### config.mk
export PLATFORM = sky130hd
export DESIGN_NAME = usb_rx_deserializer
export DESIGN_NICKNAME = d
export VERILOG_FILES = /design/src/rtl/usb_pkg.sv /design/src/rtl/rx_word_buffer.sv /design/src/rtl/usb_rx_deserializer.sv
export SDC_FILE = /design/constraint.sdc
export NUM_CORES = 1
export LEC_CHECK = 0
export ABC_CLOCK_PERIOD_IN_PS = 3000
export CAP_MARGIN = 20
export CORE_UTILIZATION = 56
export DETAILED_ROUTE_END_ITERATION = 10
export MAX_ROUTING_LAYER = met4
export PLACE_DENSITY = 0.79
export SLEW_MARGIN = 5
export SYNTH_ARGS = -nofsm -noshare
export SYNTH_HDL_FRONTEND = slang
export SYNTH_SLANG_ARGS = --single-unit
### constraint.sdc
create_clock -name clock -period 3 [get_ports clock]
set_input_delay 0.3 -clock clock [delete_from_list [all_inputs] [get_ports clock]]
set_output_delay 0.3 -clock clock [all_outputs]
set_load 0.005 [all_outputs]
### src/rtl/usb_pkg.sv
// Shared types and defaults for the USB receive datapath.
// The word struct is sized for the widest supported word; narrower instances zero-fill it.
package usb_pkg;

   localparam int unsigned UsbRxWidth = 64;
   localparam int unsigned UsbRxCntW  = $clog2(UsbRxWidth + 1);

   typedef enum logic [0:0] {
      IDLE,
      RECV
   } rx_state_t;

   typedef struct packed {
      logic [UsbRxWidth-1:0] data;
      logic [UsbRxCntW-1:0]  bit_count;
      logic                  last;
   } rx_word_t;

endpackage

### src/rtl/rx_word_buffer.sv
// Single-entry output register with valid/ready handshake.
// A load while a word is held and not being accepted overwrites it and pulses ovf_strobe.
module rx_word_buffer
   import usb_pkg::*;
(
   input  logic     clock,
   input  logic     rst_L,
   input  logic     load,
   input  rx_word_t word_in,
   input  logic     out_ready,
   output rx_word_t word_out,
   output logic     out_valid,
   output logic     ovf_strobe
);

   rx_word_t word_q;
   logic     valid_q;

   always_comb begin
      ovf_strobe = load && valid_q && !out_ready;
   end

   always_ff @(posedge clock or negedge rst_L) begin
      if (!rst_L) begin
         word_q  <= '0;
         valid_q <= 1'b0;
      end else if (load) begin
         word_q  <= word_in;
         valid_q <= 1'b1;
      end else if (valid_q && out_ready) begin
         valid_q <= 1'b0;
      end
   end

   assign word_out  = word_q;
   assign out_valid = valid_q;

endmodule

### src/rtl/usb_rx_deserializer.sv
// Collects the unstuffed LSB-first USB bit stream into parallel words.
// The first received bit of each word lands in bit 0; words leave through rx_word_buffer.
module usb_rx_deserializer
   import usb_pkg::*;
#(
   parameter int unsigned WIDTH = UsbRxWidth,
   parameter int unsigned CW    = $clog2(WIDTH + 1)
) (
   input  logic             clock,
   input  logic             rst_L,
   input  logic             start,
   input  logic             bit_in,
   input  logic             bit_valid,
   input  logic             eop,
   input  logic             out_ready,
   output logic [WIDTH-1:0] data_out,
   output logic [CW-1:0]    bit_count,
   output logic             out_valid,
   output logic             out_last,
   output logic             overflow,
   output logic             busy
);

   rx_state_t        state_q, state_d;
   logic [CW-1:0]    cnt_q, cnt_d, cnt_nx;
   logic [WIDTH-1:0] asm_q, asm_d, asm_tmp;
   logic             ovf_q, ovf_d;
   logic             load;
   logic             ovf_strobe;
   rx_word_t         word_d, word_q;

   always_comb begin
      state_d = state_q;
      cnt_d   = cnt_q;
      asm_d   = asm_q;
      asm_tmp = asm_q;
      cnt_nx  = cnt_q;
      load    = 1'b0;
      word_d  = '0;
      if (start) begin
         // Start wins over everything, including a bit arriving in the same cycle.
         state_d = RECV;
         cnt_d   = '0;
         asm_d   = '0;
      end else if (state_q == RECV) begin
         if (bit_valid) begin
            for (int unsigned i = 0; i < WIDTH; i++) begin
               if (cnt_q == CW'(i)) asm_tmp[i] = bit_in;
            end
            cnt_nx = cnt_q + CW'(1);
         end
         if (cnt_nx == CW'(WIDTH)) begin
            load                     = 1'b1;
            word_d.data[WIDTH-1:0]   = asm_tmp;
            word_d.bit_count[CW-1:0] = cnt_nx;
            word_d.last              = eop;
            cnt_d                    = '0;
            asm_d                    = '0;
         end else if (eop) begin
            load                     = 1'b1;
            word_d.data[WIDTH-1:0]   = asm_tmp;
            word_d.bit_count[CW-1:0] = cnt_nx;
            word_d.last              = 1'b1;
            cnt_d                    = '0;
            asm_d                    = '0;
         end else begin
            cnt_d = cnt_nx;
            asm_d = asm_tmp;
         end
         if (eop) state_d = IDLE;
      end
      ovf_d = start ? 1'b0 : (ovf_q | ovf_strobe);
   end

   always_ff @(posedge clock or negedge rst_L) begin
      if (!rst_L) begin
         state_q <= IDLE;
         cnt_q   <= '0;
         asm_q   <= '0;
         ovf_q   <= 1'b0;
      end else begin
         state_q <= state_d;
         cnt_q   <= cnt_d;
         asm_q   <= asm_d;
         ovf_q   <= ovf_d;
      end
   end

   rx_word_buffer u_buf (
      .clock      (clock),
      .rst_L      (rst_L),
      .load       (load),
      .word_in    (word_d),
      .out_ready  (out_ready),
      .word_out   (word_q),
      .out_valid  (out_valid),
      .ovf_strobe (ovf_strobe)
   );

   assign data_out  = word_q.data[WIDTH-1:0];
   assign bit_count = word_q.bit_count[CW-1:0];
   assign out_last  = word_q.last;
   assign overflow  = ovf_q;
   assign busy      = (state_q == RECV);

endmodule
==> results.tsv, run 1 <==
metric	value	unit
Adder-Cell Fraction of Synth Area	0.648	%
startpoint types	flip-flop	
final net count	801	
skew final	0.00759	ns
H-tree depth	4	
drt wl/cell	21.9	µm
vias per cell	6.62	
first-pass GRT wire length	34.7	mm
placer's final routability congestion estimate	0.916	
DP HPWL	13.8	mm
# IOs	82	
sequential element share of the synthesized area	47.3	%
Die Ht	119	µm
vias post-DR	6483	
GRT overflow	0	
worst slew pin tran	0.791	ns
gr usage total	32.8	%
Hold Path Class	input port to async pin	
Reg clk slew, reported paths	0.06	ns
most instantiated cells after synthesis	dfrtp_1 (146), nand2_1 (92), o21ai_0 (70), mux2_4 (63), a21o_1 (59)	
CTS buffer count	17	
CTS root buffer	clkbuf_16	
status	finished clean	
number of global-route vias before repair	6396	
DR DRC count	0	
Antenna diodes	0	
layout cells sized above 1	16.1	%
Chip Width	119	µm
number of post-CTS setup repair buffers	0	
post-synthesis compound-gate area fraction	20.0	%
crit path max fanout	9	
final hold vios	0	
unrepaired setup endpoints after global routing	no	
fin crit period	2.76	ns
die area	14300	µm²
Max IR drop VDD	0.000341	V
Worst setup EP type	flip-flop	
clk_lat worst skew	0.44	ns
multiplexer share of the synthesized area	12.5	%
Pre-antenna DRT Iters	5	
Cell Area, Placed	8710	µm²
CTS tree	built	
largest net degree at the start of global routing	62	
Pwr Density	487	nW/µm²
post-synth top area cell	dfrtp_1	
Core Box Area	13300	µm²
Hold WS	0.408	ns
syn avg cell area	10.5	µm²
Final Instance Area	9360	µm²
Final Cycle Share	92.0	%
row count	42	
post-route ant nets	0	
initial antenna violation count	0	
final setup violation count	0	
top-count cell post-synth	dfrtp_1	
post-synthesis register bit count	146	
Lkg Pwr	4.85	nW
Slew HR	47.1	%
Post-Synth XOR/XNOR Area	0.681	%
Clock Path Buffers	2	
1st-iter DRT viols	774	
EDFF count, synth	0	
Starting Density	57.8	%
final count of pins violating max slew	0	
ranking of synthesized cells by area	dfrtp_1 (47%), mux2_4 (12%), a221oi_1 (6.5%), a21o_1 (5.7%), o21ai_0 (4.5%)	
FMAX	363	MHz
final setup TNS	0	ns
synthesized cell area	7720	µm²
Critical Path RT	3.38	ns
Syn Nets	743	
Max-Cap Viols	0	
Gate Count Post-Synth	732	
Synth Flop Type	dfrtp_1	
Synth cell types	47	
Synth Area in Simple Gates	14.2	%
Post-synth ARST share	100	%
Layout area overhead	21.2	%
CTS sink cnt	146	
main combinational cell family by area after synthesis	compound AO/OA/AOI/OAI gates	
total wire length	21.4	mm
Synth Warn #	0	
number of port buffers	81	
WS Path Type	flip-flop to flip-flop	
CP arrival	3.14	ns
post-synth top area share	47.3	%
-- layout make-up --
type	instances	area (µm²)
fillers	997	3990
clock inverters	13	183
flip-flops and latches	146	3650
repair buffers	108	1100
multi-input cells	511	3720
well taps	176	220
clock buffers	19	453
inverters	6	22.5
-- worst max-delay path: stages (launching register included) --
cell,delay (ns)
dfrtp_1,0.49
ha_1,0.42
nand2_1,0.26
nor3b_1,0.68
nand3_1,0.26
a221oi_1,0.45
a21o_1,0.14
-- routing by layer --
metal,track usage (%),part of all wire (%),vias up
met2,49.4,48,331
li1,-,-,2835
met4,16.2,4.0,0
met3,5.70,7.0,67
met1,42.9,41,3250
met5,-,0,-
-- metrics by stage --
| stage | worst slack (ns) | utilization, % | total power, mW | instances |
|---|---|---|---|---|
| after floorplan | 0.512 | - | 2.17 | 732 |
| after global placement | 0.334 | 65.3 | 2.29 | 946 |
| after detailed placement | 0.239 | 65.3 | 2.30 | 946 |
| after CTS | 0.322 | 70.1 | 4.58 | 979 |
| after global routing | 0.0762 | 70.1 | 4.69 | 979 |
| final | 0.241 | 70.1 | 4.55 | 979 |
-- registers in the layout, summed over array words and instances, names as in the netlist --
signal / count
asm_q: 64
busy: 1
cnt_q: 7
overflow: 1
u_buf.out_valid: 1
u_buf.word_out: 72
-- power breakdown --
part | internal [mW] | switching [mW] | total [mW]
logic | 0.0856 | 0.190 | 0.276
clock network | 1.43 | 0.856 | 2.29
registers | 1.98 | 0.00880 | 1.99
total | 3.50 | 1.06 | 4.55
-- cell families (layout without fill, tap and decap cells) --
family	Yosys count	after routing
and+or+nand+nor	217	217
buffers and inverters	75	146
xor gates and xnor gates	6	6
AOI/OAI and AO/OA	219	219
adders and majority gates	4	4
DFF	146	146
muxes	65	65
-- cell usage in the layout (no fill, tap or decap), types with 19 or more instances in the layout --
| cell type | netlist | final |
|---|---|---|
| or3_1 | 36 | 36 |
| a221oi_1 | 57 | 57 |
| mux2_4 | 63 | 63 |
| nand3_1 | 29 | 29 |
| a21o_1 | 59 | 59 |
| dfrtp_1 | 146 | 146 |
| nand2_1 | 92 | 92 |
| buf_4 | 3 | 19 |
| o21ai_0 | 70 | 70 |
| clkdlybuf4s50_1 | 0 | 80 |
-- path summary, 6_finish.rpt --
kind | startpoint | to | slack [ns] | depth (start not counted)
min | rst_L | u_buf.word_out[17] | 0.41 | 2
max | cnt_q[1] | asm_q[23] | 0.24 | 6
min in group clock | out_ready | u_buf.out_valid | 0.46 | 2
min reg2reg | asm_q[57] | asm_q[57] | 0.47 | 1
max in group asynchronous | rst_L | asm_q[22] | 1.83 | 3
max reg2reg | cnt_q[1] | asm_q[23] | 0.24 | 6
-- what timing repair did --
item | CTS | global route
setup endpoints to repair | 0 | 0
endpoints found under the hold margin | 58 | 0
gates resized for setup | 0 | 0
hold buffers | 1 | 0
Power figures use the tool's default switching activity.
==> run 2, diff against run 1 <==
--- a/config.mk
+++ b/config.mk
@@ -9,6 +9,7 @@
 export CAP_MARGIN = 20
 export CORE_UTILIZATION = 56
 export DETAILED_ROUTE_END_ITERATION = 10
+export GPL_TIMING_DRIVEN = 0
 export MAX_ROUTING_LAYER = met4
 export PLACE_DENSITY = 0.79
 export SLEW_MARGIN = 5
==> results.tsv, run 2 (synthesis results as in run 1) <==
metric	value	unit
status	finished clean	
post-route ant nets	0	
CP arrival	3.21	ns
startpoint types	flip-flop	
GRT overflow	0	
Pwr Density	475	nW/µm²
die area	14300	µm²
worst slew pin tran	0.703	ns
reg2reg end	asm_q[57]	
Cell Area, Placed	8770	µm²
Design Power	4.48	mW
CTS tree	built	
Core Box Area	13300	µm²
Starting Density	57.8	%
Slew HR	53.1	%
number of global-route vias before repair	6668	
first-pass GRT wire length	36.1	mm
FMAX	345	MHz
Critical Path RT	3.31	ns
Final Cycle Share	96.6	%
R2R cell count	10	
Worst setup EP type	flip-flop	
Lkg Pwr	4.86	nW
row count	42	
reg2reg start	cnt_q[1]	
vias post-DR	6730	
CTS buffer count	17	
DR DRC count	0	
gr usage total	34.3	%
largest net degree at the start of global routing	84	
Clock Path Buffers	2	
Largest register FFs	72	
Hold Crit Start	start	
H-tree depth	4	
total wire length	22.7	mm
1st-iter DRT viols	750	
Worst Hold Path EP	cnt_q[5]	
Final Instance Area	9430	µm²
most frequent cells in the layout	dfrtp_1 (146), nand2_1 (92), clkdlybuf4s50_1 (79), o21ai_0 (70), mux2_4 (63)	
Chip Width	119	µm
DP HPWL	15.5	mm
layout cells sized above 1	13.8	%
Max IR drop VDD	0.000366	V
WS Path Type	flip-flop to flip-flop	
vias per cell	6.57	
drt wl/cell	22.2	µm
Max-Cap Viols	0	
commonest non-fill, non-tap cell in the layout	dfrtp_1	
hold depth	2	
placer's final routability congestion estimate	0.946	
final setup TNS	0	ns
CTS root buffer	clkbuf_16	
worst reg2reg setup slack	0.10	ns
unrepaired setup endpoints after global routing	no	
skew final	0.00563	ns
crit path max fanout	10	
Layout area overhead	22.1	%
initial antenna violation count	0	
final count of pins violating max slew	0	
Reg clk slew, reported paths	0.06	ns
final setup violation count	0	
fin crit period	2.90	ns
final hold vios	0	
CTS sink cnt	146	
# IOs	82	
Antenna diodes	0	
Die Ht	119	µm
Hold Path Class	input port to flip-flop	
Pre-antenna DRT Iters	5	
number of port buffers	80	
final net count	846	
clk_lat worst skew	0.42	ns
-- run 2: cell types whose count changed in the layout (fill, tap and decap cells not counted), moves of 2 or more --
cell | previous run | this run
buf_1 | 0 | 5
buf_12 | 7 | 2
buf_2 | 0 | 7
buf_4 | 19 | 3
buf_6 | 1 | 8
clkbuf_1 | 0 | 51
clkinv_2 | 4 | 2
-- run 2: worst max-delay path, stage by stage (launching register included) --
cell and delay, ns:
dfrtp_1 0.44, ha_1 0.21, buf_4 0.17, and4_1 0.19, buf_4 0.16, xnor2_1 0.27
and3_1 0.21, buf_4 0.22, buf_1 0.49, a221oi_1 0.22, a21o_1 0.20
-- run 2: worst max-delay path by stage --
stage	slack, ns	cells after the start	end	from
floorplan	0.51	10	u_buf.word_out[10]	cnt_q[1]
global placement	-4.02	1	u_buf.word_out[49]	rst_L
detailed placement	-0.12	9	u_buf.word_out[69]	bit_valid
CTS	0.18	10	asm_q[57]	cnt_q[1]
global route	0.002	10	asm_q[57]	cnt_q[1]
finish	0.10	10	asm_q[57]	cnt_q[1]
-- run 2: routing by layer --
layer	share of wire (%)	GRT usage (%)	up-vias
met4	4.1	17.3	0
met5	0	-	-
met1	42	44.1	3404
met3	6.7	5.17	69
li1	-	-	2916
met2	47	52.9	341
-- run 2: power breakdown --
group,total [mW],switching [mW],internal (mW)
logic,0.289,0.203,0.0863
registers,1.99,0.00839,1.98
clock network,2.20,0.828,1.37
total,4.48,1.04,3.44
-- run 2: final cells by class --
class	instances	area, µm²
sequential	146	3650
clock buffer	24	482
inverter	6	22.5
buffer	69	332
fill	999	3920
timing repair buffer	84	880
multi-input combinational	511	3710
tap	176	220
clock inverter	8	124
-- run 2: through the flow --
| stage | std cells | util [%] | hold WS (ns) | setup slack, ns |
|---|---|---|---|---|
| after floorplan | 732 | - | 0.00441 | 0.512 |
| final | 1024 | 70.6 | 0.279 | 0.103 |
| after detailed placement | 989 | 65.7 | 0.331 | -0.120 |
| after global routing | 1024 | 70.6 | 0.321 | 0.00205 |
| after global placement | 988 | 65.5 | 0.452 | -4.02 |
| after CTS | 1024 | 70.6 | 0.277 | 0.182 |
-- run 2: what timing repair did --
action / CTS / global route
setup buffers: 2 / 0
hold buffers: 1 / 0
pin swaps: 1 / 0
setup endpoints to repair: 63 / 1
endpoints found under the hold margin: 63 / 0
gates resized for setup: 0 / 1
